`config.mk`:
```
export PLATFORM = sky130hd
export DESIGN_NAME = seq_pattern_alarm
export DESIGN_NICKNAME = d
export VERILOG_FILES = /design/src/rtl/seq_pattern_alarm.sv
export SDC_FILE = /design/constraint.sdc
export NUM_CORES = 1
export LEC_CHECK = 0
export CORE_ASPECT_RATIO = 0.75
export CORE_UTILIZATION = 48
export CTS_CLUSTER_SIZE = 16
export DETAILED_ROUTE_END_ITERATION = 7
export GPL_ROUTABILITY_DRIVEN = 0
export PLACE_DENSITY = 0.75
export SYNTH_ARGS = -nofsm -noshare
export SYNTH_HDL_FRONTEND = slang
export SYNTH_SLANG_ARGS = --single-unit
```
`constraint.sdc`:
```
create_clock -name CLK -period 2.9 [get_ports CLK]
set_clock_uncertainty 0.1 [all_clocks]
set_input_delay 0.435 -clock CLK [delete_from_list [all_inputs] [get_ports CLK]]
set_output_delay 0.435 -clock CLK [all_outputs]
set_load 0.02 [all_outputs]
```
`src/rtl/seq_pattern_alarm.sv`:
```
// ---------------------------------------------------------------------------
// seq_pattern_alarm
//
// Purpose:
//   Watches a strobed 1-bit sensor stream for a programmable PAT_W-bit serial
//   code (first bit in time = MSB). Matches may overlap or not, depending on
//   'overlap'. Each match gives a registered one-cycle pulse on Z and bumps a
//   saturating hit counter. A sticky alarm is raised once the count reaches
//   ALARM_TH, and it stays set until alarm_clr.
//
// Ports:
//   CLK          in   rising-edge clock
//   RST          in   asynchronous active-low reset
//   x_valid      in   sample strobe; x is consumed only when high
//   x            in   serial data bit
//   pat_load     in   load pat_in (and pat_mask_in) as the new pattern
//   pat_in       in   [PAT_W-1:0] new pattern, bit PAT_W-1 = first in time
//   pat_mask_in  in   [PAT_W-1:0] don't-care mask (SEQ_PATTERN_MASK_EN only)
//   overlap      in   1 = overlapping matches, 0 = history flushed on match
//   alarm_clr    in   clears alarm and hit_cnt
//   Z            out  one-cycle match pulse (registered)
//   alarm        out  sticky alarm
//   hit_cnt      out  [CNT_W-1:0] saturating match count
//
// Optional feature:
//   Define SEQ_PATTERN_MASK_EN to add pat_mask_in and a mask register. Bits
//   with mask=1 are ignored in the compare.
// ---------------------------------------------------------------------------
module seq_pattern_alarm #(
    parameter int               PAT_W    = 12,
    parameter logic [PAT_W-1:0] PAT_RST  = PAT_W'(12'hA93),
    parameter int               CNT_W    = 4,
    parameter int               ALARM_TH = 3
) (
    input  logic             CLK,
    input  logic             RST,
    input  logic             x_valid,
    input  logic             x,
    input  logic             pat_load,
    input  logic [PAT_W-1:0] pat_in,
`ifdef SEQ_PATTERN_MASK_EN
    input  logic [PAT_W-1:0] pat_mask_in,
`endif
    input  logic             overlap,
    input  logic             alarm_clr,
    output logic             Z,
    output logic             alarm,
    output logic [CNT_W-1:0] hit_cnt
);

    // The fill counter must be able to hold the value PAT_W itself.
    localparam int               FILL_W    = $clog2(PAT_W + 1);
    localparam logic [FILL_W-1:0] FILL_FULL = FILL_W'(PAT_W);
    localparam logic [CNT_W-1:0]  CNT_MAX   = '1;
    localparam logic [CNT_W-1:0]  TH        = CNT_W'(ALARM_TH);

    logic [PAT_W-1:0]  pattern_q, pattern_d;
    logic [PAT_W-1:0]  hist_q, hist_d;
    logic [FILL_W-1:0] fill_q, fill_d;
    logic              z_q, z_d;
    logic              alarm_q, alarm_d;
    logic [CNT_W-1:0]  cnt_q, cnt_d;

    logic [PAT_W-1:0]  hist_n;
    logic [FILL_W-1:0] fill_n;
    logic [PAT_W-1:0]  diff;
    logic              match;
    logic [CNT_W-1:0]  cnt_inc;

`ifdef SEQ_PATTERN_MASK_EN
    logic [PAT_W-1:0]  mask_q;

    // Don't-care mask is captured together with the pattern.
    always_ff @(posedge CLK or negedge RST) begin
        if (!RST) begin
            mask_q <= '0;
        end else if (pat_load) begin
            mask_q <= pat_mask_in;
        end
    end
`endif

    // Match detection on the candidate history that this sample would form.
    // A match requires a full window of PAT_W samples since the last flush.
    always_comb begin
        hist_n = {hist_q[PAT_W-2:0], x};
        fill_n = (fill_q == FILL_FULL) ? FILL_FULL : fill_q + 1'b1;
`ifdef SEQ_PATTERN_MASK_EN
        diff   = (hist_n ^ pattern_q) & ~mask_q;
`else
        diff   = hist_n ^ pattern_q;
`endif
        match  = x_valid && !pat_load && (fill_n == FILL_FULL) && (diff == '0);
    end

    // Pattern/history update. A pattern load wipes the history and drops
    // any sample offered in the same cycle; in non-overlap mode a match
    // restarts the fill so the next hit needs PAT_W fresh samples.
    always_comb begin
        pattern_d = pattern_q;
        hist_d    = hist_q;
        fill_d    = fill_q;
        if (pat_load) begin
            pattern_d = pat_in;
            hist_d    = '0;
            fill_d    = '0;
        end else if (x_valid) begin
            hist_d = hist_n;
            fill_d = (match && !overlap) ? '0 : fill_n;
        end
        z_d = match;
    end

    // Hit counter and alarm. Clear beats accumulation, but a match in the
    // clearing cycle still counts as the first hit after the clear.
    always_comb begin
        cnt_inc = (match && (cnt_q != CNT_MAX)) ? cnt_q + 1'b1 : cnt_q;
        if (alarm_clr) begin
            cnt_d   = match ? CNT_W'(1) : '0;
            alarm_d = match && (ALARM_TH == 1);
        end else begin
            cnt_d   = cnt_inc;
            alarm_d = alarm_q || (cnt_inc >= TH);
        end
    end

    // State registers; everything returns to reset values immediately.
    always_ff @(posedge CLK or negedge RST) begin
        if (!RST) begin
            pattern_q <= PAT_RST;
            hist_q    <= '0;
            fill_q    <= '0;
            z_q       <= 1'b0;
            alarm_q   <= 1'b0;
            cnt_q     <= '0;
        end else begin
            pattern_q <= pattern_d;
            hist_q    <= hist_d;
            fill_q    <= fill_d;
            z_q       <= z_d;
            alarm_q   <= alarm_d;
            cnt_q     <= cnt_d;
        end
    end

    assign Z       = z_q;
    assign alarm   = alarm_q;
    assign hit_cnt = cnt_q;

endmodule

```
* Word-level counts from Yosys, hierarchy flattened
Cells that the tools add are included.
Storage, ports and cells: bits in registers 33, input bits 19, output and inout port bits 6, word-level logic and storage cells 33
Cells by class: add/subtract/negate cells 2, order comparisons 1, eq/ne operators 3, multiplexer cells 10, bitwise operators 1, reductions and logical operators 10
Operators by type and width (count):
- $mux 4 | 6
- $mux 11 | 2
- $logic_not 12->1 | 1
- $xor 12x12->12 | 1
- $add 4x1->4 const B | 2
- $eq 4x4->1 const B | 2
- $logic_and 1x1->1 | 5
- $ge 4x2->1 const B | 1
- $ne 4x4->1 const B | 1
- $logic_not 1->1 | 2
- $mux 1 | 2
- $reduce_bool 2->1 | 1
- $logic_or 1x1->1 | 1

* Logic depth before layout (Yosys ltp)
word-level depth 10, depth in mapped cells 8, depth with buffers taken out 8

* Least setup slack after synthesis
No wires, ideal clock.
path kind register -> register, from register fill_q[0], to register cnt_q[3] (netlist: hit_cnt[3]), arrival 2498 ps, data required time 2723 ps, path slack 224 ps, cell stages (with the launch flop) 9, path buffers 0, clock period less this slack 2676 ps, cell sequence dfrtp_1 inv_1 ha_1 a21boi_1 a2111o_1 or4b_4 or3b_4 or3_1 a21oi_1
Between the ends: word-level cells in the longest chain between the ends 8
RTL lines:
- start, declared | RTL line 59 | logic [FILL_W-1:0] fill_q, fill_d;
- start signal, assigned | RTL line 139 | fill_q <= fill_d;
- $add 4x1->4 / $eq 4x4->1 (equally long branches) | RTL line 87 | fill_n = (fill_q == FILL_FULL) ? FILL_FULL : fill_q + 1'b1;
- $mux 4 * | RTL line 87
- $eq 4x4->1 * | RTL line 93 | match = x_valid && !pat_load && (fill_n == FILL_FULL) && (diff == '0);
- $logic_and 1x1->1 * (2 in series) | RTL line 93
- $logic_and 1x1->1 * | RTL line 117 | cnt_inc = (match && (cnt_q != CNT_MAX)) ? cnt_q + 1'b1 : cnt_q;
- $mux 4 * | RTL line 117
- $mux 4 * | RTL line 118 | if (alarm_clr) begin
- net cnt_d[3] | RTL line 62 | logic [CNT_W-1:0] cnt_q, cnt_d;
- end signal, assigned | RTL line 142 | cnt_q <= cnt_d;
- end, declared | RTL line 62
The timed path passes the listed nets; every way through them passes the cells marked *. A chain may end at the register's enable or synchronous reset.

* Worst setup path in the final report
Same ends and word-level chain as after synthesis.

==> flow_summary.json <==
{
  "hold_depth": 1,
  "hold_buffers": 0,
  "status": "completed",
  "wl_per_cell_um": 14.7,
  "crit_required_ps": 3010,
  "place_ws_ps": 25.1,
  "min_to": "pattern_q[8]$_DFFE_PN0P_",
  "ys.flop_type": "dfrtp_1",
  "place.port_buffers": 24,
  "cts_tree": "built",
  "reg2reg_to": "hit_cnt[3]$_DFF_PN0_",
  "core_area_mm2": 0.00308,
  "cts-root-buf": "clkbuf_8",
  "synth_warnings": 0,
  "antenna_found_initial": 0,
  "vias": 1169,
  "dieArea_mm2": 0.00364,
  "worst_pin_slew_ps": 487,
  "ir_drop_mv": 0.385,
  "pin_count": 25,
  "endpoint_kind": "flop",
  "clkTransAtPathRegs_ps": 70,
  "start_util": 0.529,
  "syn_to_final_growth_pct": 26.1,
  "cp.arrival_ps": 2880,
  "finalHoldViolCount": 0,
  "design_power_total_uw": 1060,
  "post_cts_resize_count": 0,
  "htree_levels": 2,
  "synth_edf_count": 0,
  "clock_latency_ps": 290,
  "r2r_cells": 8,
  "first_global_vias": 1125,
  "cp_slowest_cell": "or4b_4",
  "hold_class": "reg2reg",
  "final.fill_count": 217,
  "post_cts_buffers": 0,
  "grt_pass1_wl_um": 5280,
  "drive_gt1_frac": 0.189,
  "leakage_uw": 0.000899,
  "cp_num_buf_inv": 1,
  "ys_seq_area_frac": 0.511,
  "drv_slew": 0,
  "syn_area_per_cell_um2": 11.4,
  "min_period_ps": 2770,
  "worstPathMaxFanout": 6,
  "cts_buffers": 5,
  "rows": 17,
  "crit_type": "reg2reg",
  "tns_ps": 0,
  "synth.cell_area_mm2": 0.00163,
  "path_cells": "inv_1, ha_1, a21boi_1, a2111o_1, or4b_4, or3b_4, or3_1, a21oi_1",
  "min_from": "pattern_q[8]$_DFFE_PN0P_",
  "synthArstFlopShare": 1.00,
  "viasPerCell": 5.49,
  "start_kind": "flop",
  "grt_max_degree": 34,
  "max_freq_mhz": 361,
  "fin_crit_sh": 0.956,
  "relSlewSlack": 0.672,
  "postSynthCellCount": 143,
  "synth-seq-cells": 33,
  "clock_sink_count": 33,
  "ys_types": 33,
  "critical-path-top-delay-family": "simple AND/OR/NAND/NOR gates",
  "drtIter0Drc": 33,
  "drt_wl_total_um": 3140,
  "clk_path_buf_depth": 2,
  "fp.dieW_um": 69.3,
  "grt-ovfl-total": 0,
  "ant_nets": 0,
  "critPathMaxStageDelay_ps": 500,
  "die_y_um": 52.5,
  "r2r_setup_slack_ps": 130,
  "drc": 0,
  "r2r_start": "fill_q[0]$_DFFE_PN0P_",
  "synth_nets": 165,
  "cap_violations": 0,
  "diodes": 0,
  "final-setup-viol-count": 0,
  "pwr_density_cell_mw_per_mm2": 517,
  "rsz0062_at_grt": "no",
  "setup_ws_ps": 128,
  "fin_nets": 196,
  "grt.total_usage": 0.197,
  "dr.pass1.iters": 4,
  "place_hpwl_um": 2210
}
[how the worst max path moves through the flow]
stage                                      from                    to  cells past startpoint
final                     fill_q[0]$_DFFE_PN0P_  hit_cnt[3]$_DFF_PN0_                      8
after global routing      fill_q[0]$_DFFE_PN0P_  hit_cnt[3]$_DFF_PN0_                      9
after CTS                 fill_q[0]$_DFFE_PN0P_  hit_cnt[3]$_DFF_PN0_                      8
after detailed placement                x_valid  hit_cnt[3]$_DFF_PN0_                      7
after global placement                  x_valid  hit_cnt[3]$_DFF_PN0_                      7
after floorplan           fill_q[0]$_DFFE_PN0P_  hit_cnt[3]$_DFF_PN0_                      8
[routing by layer]
metal  vias to the layer above  global-route usage  wire, um
met5                         -                   0         0
met4                         0               0.102        48
met3                         5              0.0596       119
met2                        23               0.316      1470
met1                       573               0.244      1500
li1                        568                   -         -
[cell usage after synthesis (2+ instances only)]
library cell | number | area [um2]
nand3_1 | 4 | 20.0
dfrtp_1 | 27 | 676
inv_1 | 6 | 22.5
buf_1 | 2 | 7.51
nand2b_1 | 2 | 12.5
nor2_1 | 21 | 78.8
a21oi_1 | 5 | 25.0
nor3_1 | 3 | 15.0
xor2_1 | 8 | 70.1
dfstp_2 | 6 | 158
clkbuf_1 | 2 | 7.51
mux2_2 | 12 | 135
a31oi_1 | 2 | 12.5
nor4_1 | 2 | 12.5
ha_1 | 3 | 37.5
xnor2_1 | 4 | 35.0
mux2i_1 | 17 | 170
o311a_1 | 2 | 20.0
[where the power goes]
part / total, uW / internal, uW / switching, uW
Combinational: 106 / 59.7 / 46.6
Clock: 451 / 279 / 172
Sequential: 505 / 488 / 17.4
[logic make-up (layout without fill, tap and decap cells)]
| logic type | Yosys count | in the layout | synth area share |
|---|---|---|---|
| and+or+nand+nor | 39 | 39 | 0.119 |
| buffers and inverters | 11 | 43 | 0.0261 |
| xor gates and xnor gates | 12 | 12 | 0.0645 |
| adders and majority gates | 3 | 3 | 0.0230 |
| AOI/OAI and AO/OA | 16 | 16 | 0.0691 |
| muxes | 29 | 29 | 0.187 |
| DFF | 33 | 33 | 0.511 |
[state kept, by name, summed over array words and instances (netlist names)]
name	count
hist_q	11
Z	1
hit_cnt	4
fill_q	4
alarm	1
pattern_q	12
[cell usage in the layout (no fill, tap or decap), types with 2 or more instances in the layout]
cell	instances
o311a_1	2
inv_1	6
mux2_2	12
ha_1	3
nor3_1	3
clkdlybuf4s50_1	24
nand3_1	4
dfstp_2	6
xnor2_1	4
xor2_1	8
a31oi_1	2
buf_4	5
nor4_1	2
dfrtp_1	27
a21oi_1	5
clkbuf_8	6
nor2_1	21
nand2b_1	2
mux2i_1	17
[per-stage QoR]
stage	hold slack, ps	utilization	area, um2	std cells
after floorplan	39.4	-	1630	143
after global placement	414	0.628	1940	205
after detailed placement	420	0.628	1940	205
after CTS	436	0.667	2060	213
after global routing	446	0.667	2060	213
final	433	0.667	2060	213
[worst reg2reg max path: cells and delay by family (launching register included)]
kind | cells | cell delay, ps
simple gates | 3 | 1220
compound gates | 3 | 650
buf+inv | 1 | 90
fa+ha+maj | 1 | 180
flops | 1 | 440
[cell type report]
cell class,instances,area [um2],share of cell area
Tap cell,38,47.5,0.0231
Clock buffer,6,82.6,0.0402
Timing Repair Buffer,29,278,0.135
Multi-Input combinational cell,99,754,0.367
Inverter,6,22.5,0.0110
Sequential cell,33,833,0.405
Clock inverter,2,37.5,0.0183
No activity file was read; power rests on OpenSTA's default activity.
